===== src/rtl/data_mem_arb_pkg.sv =====
// Shared types and constants for the data memory arbiter.
package data_mem_arb_pkg;

    typedef enum logic [1:0] {
        IDLE   = 2'd0,
        ACCESS = 2'd1,
        DONE   = 2'd2
    } arb_state_t;

    localparam logic OWNER_CPU = 1'b0;
    localparam logic OWNER_DBG = 1'b1;

    localparam int unsigned DEFAULT_TIMEOUT_CYCLES = 255;

endpackage


===== src/rtl/mem_arb_watchdog.sv =====
// Access watchdog: counts stalled ACCESS cycles and flags expiry on the
// TIMEOUT_CYCLES-th stalled cycle. Used only with DATA_MEM_ARB_TIMEOUT_EN.
module mem_arb_watchdog
    import data_mem_arb_pkg::*;
#(
    parameter int unsigned TIMEOUT_CYCLES = DEFAULT_TIMEOUT_CYCLES
) (
    input  logic clk,
    input  logic rst,
    input  logic active,
    input  logic ready,
    output logic expired
);

    localparam int unsigned CNT_W = $clog2(TIMEOUT_CYCLES + 1);

    logic [CNT_W-1:0] cnt;

    // Counter is held at zero outside ACCESS, so it starts clean on every entry.
    always_ff @(posedge clk) begin
        if (rst || !active) begin
            cnt <= '0;
        end else if (!ready) begin
            cnt <= cnt + CNT_W'(1);
        end
    end

    // Expiry on the last allowed stalled cycle; a same-cycle ready wins in the FSM.
    always_comb begin
        expired = active && !ready && (cnt == CNT_W'(TIMEOUT_CYCLES - 1));
    end

endmodule


===== src/rtl/data_mem_arbiter.sv =====
// Two-requester (CPU / debug) round-robin arbiter and access sequencer for the
// shared data memory port. Optional watchdog abort: DATA_MEM_ARB_TIMEOUT_EN.
module data_mem_arbiter
    import data_mem_arb_pkg::*;
#(
    parameter int unsigned ADDR_W         = 32,
    parameter int unsigned DATA_W         = 32,
    parameter int unsigned TIMEOUT_CYCLES = DEFAULT_TIMEOUT_CYCLES
) (
    input  logic              clk,
    input  logic              rst,
    input  logic              cpu_req,
    input  logic              cpu_we,
    input  logic [ADDR_W-1:0] cpu_addr,
    input  logic [DATA_W-1:0] cpu_wdata,
    output logic              cpu_ack,
    output logic [DATA_W-1:0] cpu_rdata,
    output logic              cpu_err,
    input  logic              dbg_req,
    input  logic              dbg_we,
    input  logic [ADDR_W-1:0] dbg_addr,
    input  logic [DATA_W-1:0] dbg_wdata,
    output logic              dbg_ack,
    output logic [DATA_W-1:0] dbg_rdata,
    output logic              dbg_err,
    output logic              m_valid,
    output logic              m_we,
    output logic [ADDR_W-1:0] m_addr,
    output logic [DATA_W-1:0] m_wdata,
    input  logic [DATA_W-1:0] m_rdata,
    input  logic              m_ready,
    input  logic              m_error,
    output logic              busy,
    output logic              owner,
    output logic              timeout
);

    arb_state_t        state, state_nx;
    logic              cmd_we;
    logic [ADDR_W-1:0] cmd_addr;
    logic [DATA_W-1:0] cmd_wdata;
    logic              owner_q;
    logic              last_grant;
    logic [DATA_W-1:0] cpu_rdata_q;
    logic [DATA_W-1:0] dbg_rdata_q;
    logic              err_q;
    logic              timeout_q;
    logic              winner;
    logic              in_access;
    logic              expired;

    assign in_access = (state == ACCESS);

`ifdef DATA_MEM_ARB_TIMEOUT_EN
    mem_arb_watchdog #(
        .TIMEOUT_CYCLES(TIMEOUT_CYCLES)
    ) u_watchdog (
        .clk    (clk),
        .rst    (rst),
        .active (in_access),
        .ready  (m_ready),
        .expired(expired)
    );
`else
    logic unused_timeout_cfg;
    assign unused_timeout_cfg = ^TIMEOUT_CYCLES;
    assign expired = 1'b0;
`endif

    // Round-robin pick: a lone requester wins, on contention the one not granted last.
    always_comb begin
        if (cpu_req && dbg_req) begin
            winner = ~last_grant;
        end else if (dbg_req) begin
            winner = OWNER_DBG;
        end else begin
            winner = OWNER_CPU;
        end
    end

    // State register.
    always_ff @(posedge clk) begin
        if (rst) begin
            state <= IDLE;
        end else begin
            state <= state_nx;
        end
    end

    // Next-state logic; DONE always returns to IDLE so no re-grant on the ack cycle.
    always_comb begin
        state_nx = state;
        case (state)
            IDLE:    if (cpu_req || dbg_req) state_nx = ACCESS;
            ACCESS:  if (m_ready || expired) state_nx = DONE;
            DONE:    state_nx = IDLE;
            default: state_nx = IDLE;
        endcase
    end

    // Command latch on grant, response capture on completion or watchdog abort.
    always_ff @(posedge clk) begin
        if (rst) begin
            cmd_we      <= 1'b0;
            cmd_addr    <= '0;
            cmd_wdata   <= '0;
            owner_q     <= OWNER_CPU;
            last_grant  <= OWNER_DBG;
            cpu_rdata_q <= '0;
            dbg_rdata_q <= '0;
            err_q       <= 1'b0;
            timeout_q   <= 1'b0;
        end else begin
            timeout_q <= 1'b0;
            if (state == IDLE && (cpu_req || dbg_req)) begin
                cmd_we     <= winner ? dbg_we    : cpu_we;
                cmd_addr   <= winner ? dbg_addr  : cpu_addr;
                cmd_wdata  <= winner ? dbg_wdata : cpu_wdata;
                owner_q    <= winner;
                last_grant <= winner;
            end
            if (in_access) begin
                if (m_ready) begin
                    if (owner_q == OWNER_DBG) dbg_rdata_q <= m_rdata;
                    else                      cpu_rdata_q <= m_rdata;
                    err_q <= m_error;
                end else if (expired) begin
                    if (owner_q == OWNER_DBG) dbg_rdata_q <= '0;
                    else                      cpu_rdata_q <= '0;
                    err_q     <= 1'b1;
                    timeout_q <= 1'b1;
                end
            end
        end
    end

    // Output decode from state and latched registers.
    always_comb begin
        busy      = (state != IDLE);
        m_valid   = in_access;
        m_we      = in_access & cmd_we;
        m_addr    = cmd_addr;
        m_wdata   = cmd_wdata;
        owner     = owner_q;
        cpu_ack   = (state == DONE) && (owner_q == OWNER_CPU);
        dbg_ack   = (state == DONE) && (owner_q == OWNER_DBG);
        cpu_err   = cpu_ack & err_q;
        dbg_err   = dbg_ack & err_q;
        cpu_rdata = cpu_rdata_q;
        dbg_rdata = dbg_rdata_q;
        timeout   = timeout_q;
    end

endmodule


===== config.mk =====
export PLATFORM = sky130hd
export DESIGN_NAME = data_mem_arbiter
export DESIGN_NICKNAME = d
export VERILOG_FILES = /design/src/rtl/data_mem_arb_pkg.sv /design/src/rtl/mem_arb_watchdog.sv /design/src/rtl/data_mem_arbiter.sv
export SDC_FILE = /design/constraint.sdc
export NUM_CORES = 1
export LEC_CHECK = 0
export CORE_AREA = 2 2 151 153
export CTS_BUF_LIST = sky130_fd_sc_hd__clkbuf_8
export CTS_CLUSTER_DIAMETER = 50
export DETAILED_ROUTE_END_ITERATION = 12
export DIE_AREA = 0 0 153 155
export HOLD_SLACK_MARGIN = 0.02
export MAX_ROUTING_LAYER = met4
export SLEW_MARGIN = 20
export SYNTH_ARGS = -nofsm -noshare
export SYNTH_HDL_FRONTEND = slang
export SYNTH_HIERARCHICAL = 1
export SYNTH_SLANG_ARGS = --single-unit

===== constraint.sdc =====
create_clock -name clk -period 3.2 [get_ports clk]
set_clock_uncertainty 0.2 [all_clocks]
set_input_delay 0.64 -clock clk [delete_from_list [all_inputs] [get_ports clk]]
set_output_delay 0.64 -clock clk [all_outputs]
set_load 0.01 [all_outputs]

# Word level (Yosys, flattened, before mapping)
# Cells that the tools add are included.
# totals
register_bits	134
input_bits	168
output_inout_bits	137
elab_cells	37
# op_classes
n_eq_ne	4
muxes	8
n_bitwise	5
reduce_logical	11
# ops
operator	n
2-to-1 mux 32 bit	2
AND reduction 3 bit	2
logical AND 1 bit	4
2-to-1 mux 2 bit	2
case mux 2 bit (2 select lines)	1
AND reduction 2 bit	2
AND 1 bit	3
2-to-1 mux 1 bit	3
== test 2 x 1 -> 1 bit, second input constant	1
== test 2 bit, second input constant	1
logical NOT 2 bit	1
inequality test 2 x 1 -> 1 bit, second input constant	1
inequality test 2 bit, second input constant	1
NOT 1 bit	2
nonzero test 2 bit	1
logical OR 1 bit	1

# Depth between registers and ports, before layout
# depth
depth_word	3
mapped_depth	7
depth_no_buf	4

# Least setup slack after synthesis
# No wires, ideal clock.
# synth_path
kind	reg-to-output
startpoint	register state[1]
endpoint	output port cpu_err
arrival_time_ps	1042
required_ps	2360
slack_ps	1318
path_stages_with_launch	3
path_buffers	0
cell_sequence	dfxtp_1 -> nor3b_1 -> and2_1
# synth_between
elab_chain_cells	3
# synth_lines
item	line	source
start: declaration	data_mem_arbiter.sv:38	arb_state_t state, state_nx;
start signal: assignment	data_mem_arbiter.sv:86	state <= state_nx;
== test 2 bit	data_mem_arbiter.sv:145	cpu_ack = (state == DONE) && (owner_q == OWNER_CPU);
logical AND 1 bit	data_mem_arbiter.sv:145	
via cpu_ack	data_mem_arbiter.sv:16	output logic cpu_ack,
AND 1 bit	data_mem_arbiter.sv:147	cpu_err = cpu_ack & err_q;
end: declaration	data_mem_arbiter.sv:18	output logic cpu_err,
# The timed path passes the listed nets, and every way through them passes these cells.

# Final worst setup path
# layout_path
startpoint	register state[0]
endpoint	output port m_we
# layout_between
elab_chain_cells	2
# layout_lines
item	line	source
== test 2 x 1 -> 1 bit	data_mem_arbiter.sv:52	assign in_access = (state == ACCESS);
AND 1 bit	data_mem_arbiter.sv:141	m_we = in_access & cmd_we;
end: declaration	data_mem_arbiter.sv:27	output logic m_we,
# Every way passes these cells.

==> flow_summary_export.csv <==
group,metric,value,unit
placement,gp_congestion,0.754,
clock_tree,post_cts_buffers,0,
timing,tightest_slew,814,ps
global_route,grt_overflow,0,
flow_run,cap_violations,0,
routing,drtPass1Iterations,4,
timing,setup_viol,0,
finish,final_common_cell,"clkdlybuf4s50_1",
clock_tree,holdBufCountCts,0,
global_route,grt_max_degree,70,
hold_path,holdPathStages,2,
timing,period_share,90.2,%
yosys,syn-cell-area,0.00546,mm²
setup_path,slowest_delay,560,ps
clock_tree,cts.repair.resized,0,
setup_path,reg2regPathDepth,4,
global_route,grt_pass1_wl,31000,µm
floorplan,num_rows,55,
finish,synthToLayoutAreaGrowth,67.2,%
floorplan,core,0.0222,mm²
yosys,syn_nets,853,
yosys,synth_top_family_by_area,"compound AO/OA/AOI/OAI gates",
routing,num_vias,5931,
timing,finalSetupTns,0,ps
setup_path,crit_chain,"nor2b_1 -> and2_1 -> clkdlybuf4s50_1",
hold_path,hp-class,"reg2reg",
finish,drive_gt1_share,5.88,%
floorplan,dieHeight,155,µm
yosys,synth_edf_count,0,
setup_path,slowest_stage,"clkdlybuf4s50_1",
setup_path,end_kind,"output port",
setup_path,rr_startpoint,"state[1]",
setup_path,crit_start,"state[0]",
setup_path,start_kind,"flop",
yosys,seq_area_frac_synth,49.2,%
timing,timing.slew.headroom,45.7,%
routing,ant_nets,0,
yosys,avgSynthCellArea,7.96,µm²
yosys,synth_adder_area_share,0,%
setup_path,arrival,2050,ps
floorplan,die_w,153,µm
status,status,"completed",
routing,drtIter0Drc,219,
global_route,grt_pass1_vias,5740,
routing,wire_per_inst,15.8,µm
yosys,synthSimpleGateAreaFrac,20.6,%
yosys,synth_compound_area_share,23.3,%
placement,dp_hpwl,13400,µm
clock_tree,cts_buffers,17,
clock_tree,clk_path_buf_depth,2,
clock_tree,clkSlewWorstSetupHoldPaths,80,ps
routing,drt-total-wl,19800,µm
timing,fmax,346,MHz
routing,via_per_inst,4.73,
clock_tree,cts_max_level,4,
timing,slew_violations,0,
yosys,async_flop_share,0,%
clock_tree,clk_latency,440,ps
yosys,synth-main-ff-cell,"dfxtp_1",
pwr,p_leak,3.25,nW
placement,post-place-ws,592,ps
placement,port_buffers,303,
floorplan,io_pins,305,
timing,finalHoldViolCount,0,
clock_tree,cts_tree,"yes",
hold_path,hp-start,"dbg_rdata[13]",
finish,nets,1125,
floorplan,start_util,24.5,%
yosys,yosys_warnings,6,
global_route,grt_antenna_before_repair,0,
timing,rsz0062_at_grt,"no",
pwr,power.density,493,mW/mm²
clock_tree,clkSinkCount,134,
setup_path,worstSetupPathType,"reg2out",
yosys,synthMuxAreaShare,0,%
timing,hold_ws,256,ps
clock_tree,root_buffer,"clkbuf_8",
timing,finalWorstSetupSlack,312,ps
setup_path,cp_max_fo,9,
yosys,yosysUniqueCellTypes,30,
yosys,synth_seq_cells,134,
finish,final_cell_mix,"302 x clkdlybuf4s50_1, 262 x nand2_1, 134 x dfxtp_1, 132 x a21oi_1, 64 x a311oi_1",
setup_path,worst_ep_required_time,2360,ps
routing,drc,0,
yosys,syn_inst,685,
timing,fin_crit,2890,ps
pwr,peakVddDrop,184,µV
global_route,grtUsageTotal,16.8,%
yosys,synth_xor_area_share,0,%
floorplan,dieArea,0.0237,mm²
finish,diodes,0,
==> worst max-delay path, delay by kind of cell (launching register included) <==
family,cells,cell delay (ps)
AND/OR/NAND/NOR,2,540
buffers and inverters,1,560
flip-flops,1,510
==> where the power goes <==
part           total [mW]  switching [mW]  internal (mW)
Combinational       0.969           0.441          0.528
Sequential           1.86          0.0720           1.79
Clock                1.67           0.731          0.935
==> metrics by stage <==
stage	area, µm²	util (%)	total power, mW	instances
5_1_grt	9120	41.0	4.74	1254
4_1_cts	9120	41.0	4.57	1254
6_report	9120	41.0	4.50	1254
2_1_floorplan	5460	-	2.32	685
3_5_place_dp	8660	39.0	2.88	1223
3_3_place_gp	8660	39.0	2.88	1223
==> final cells by class <==
class	instances	area (µm²)
clock buffers	17	234
clock inverters	14	224
fillers	2263	13100
inverters	1	3.75
multi-input cells	483	2410
flip-flops and latches	134	2680
well taps	285	357
repair buffers	320	3210
==> logic make-up after synthesis <==
family / count (synthesis)
and+or+nand+nor: 281
AOI/OAI and AO/OA: 201
DFF: 134
buffers and inverters: 68
other: 1
==> worst paths after layout <==
check                       end  slack, ps
setup reg to reg     last_grant       1240
hold reg to reg   dbg_rdata[13]        260
setup / recovery           m_we        310
hold / removal    dbg_rdata[13]        260
==> per-layer routing <==
layer	GRT usage, %	vias up	share of wire (%)
met4	4.59	0	1.2
met5	-	-	0
met1	21.1	2763	45
li1	-	2901	-
met3	5.71	18	6.9
met2	26.1	249	47
==> flip-flops by register name, indices dropped and copies added (netlist names) <==
name / count
cmd_we: 1
cpu_rdata: 32
dbg_rdata: 32
err_q: 1
last_grant: 1
m_addr: 32
m_wdata: 32
owner: 1
state: 2
==> Yosys cell counts, types with 2 or more instances <==
cell | n | area [µm²]
a21oi_1 | 132 | 661
nand2_1 | 262 | 983
buf_2 | 27 | 135
and2_1 | 3 | 18.8
buf_6 | 2 | 22.5
nor2_1 | 3 | 11.3
buf_4 | 19 | 143
clkbuf_1 | 17 | 63.8
dfxtp_1 | 134 | 2680
a311oi_1 | 64 | 561
nor2b_1 | 2 | 12.5
buf_1 | 2 | 7.51
(Power assumes the default switching activity.)
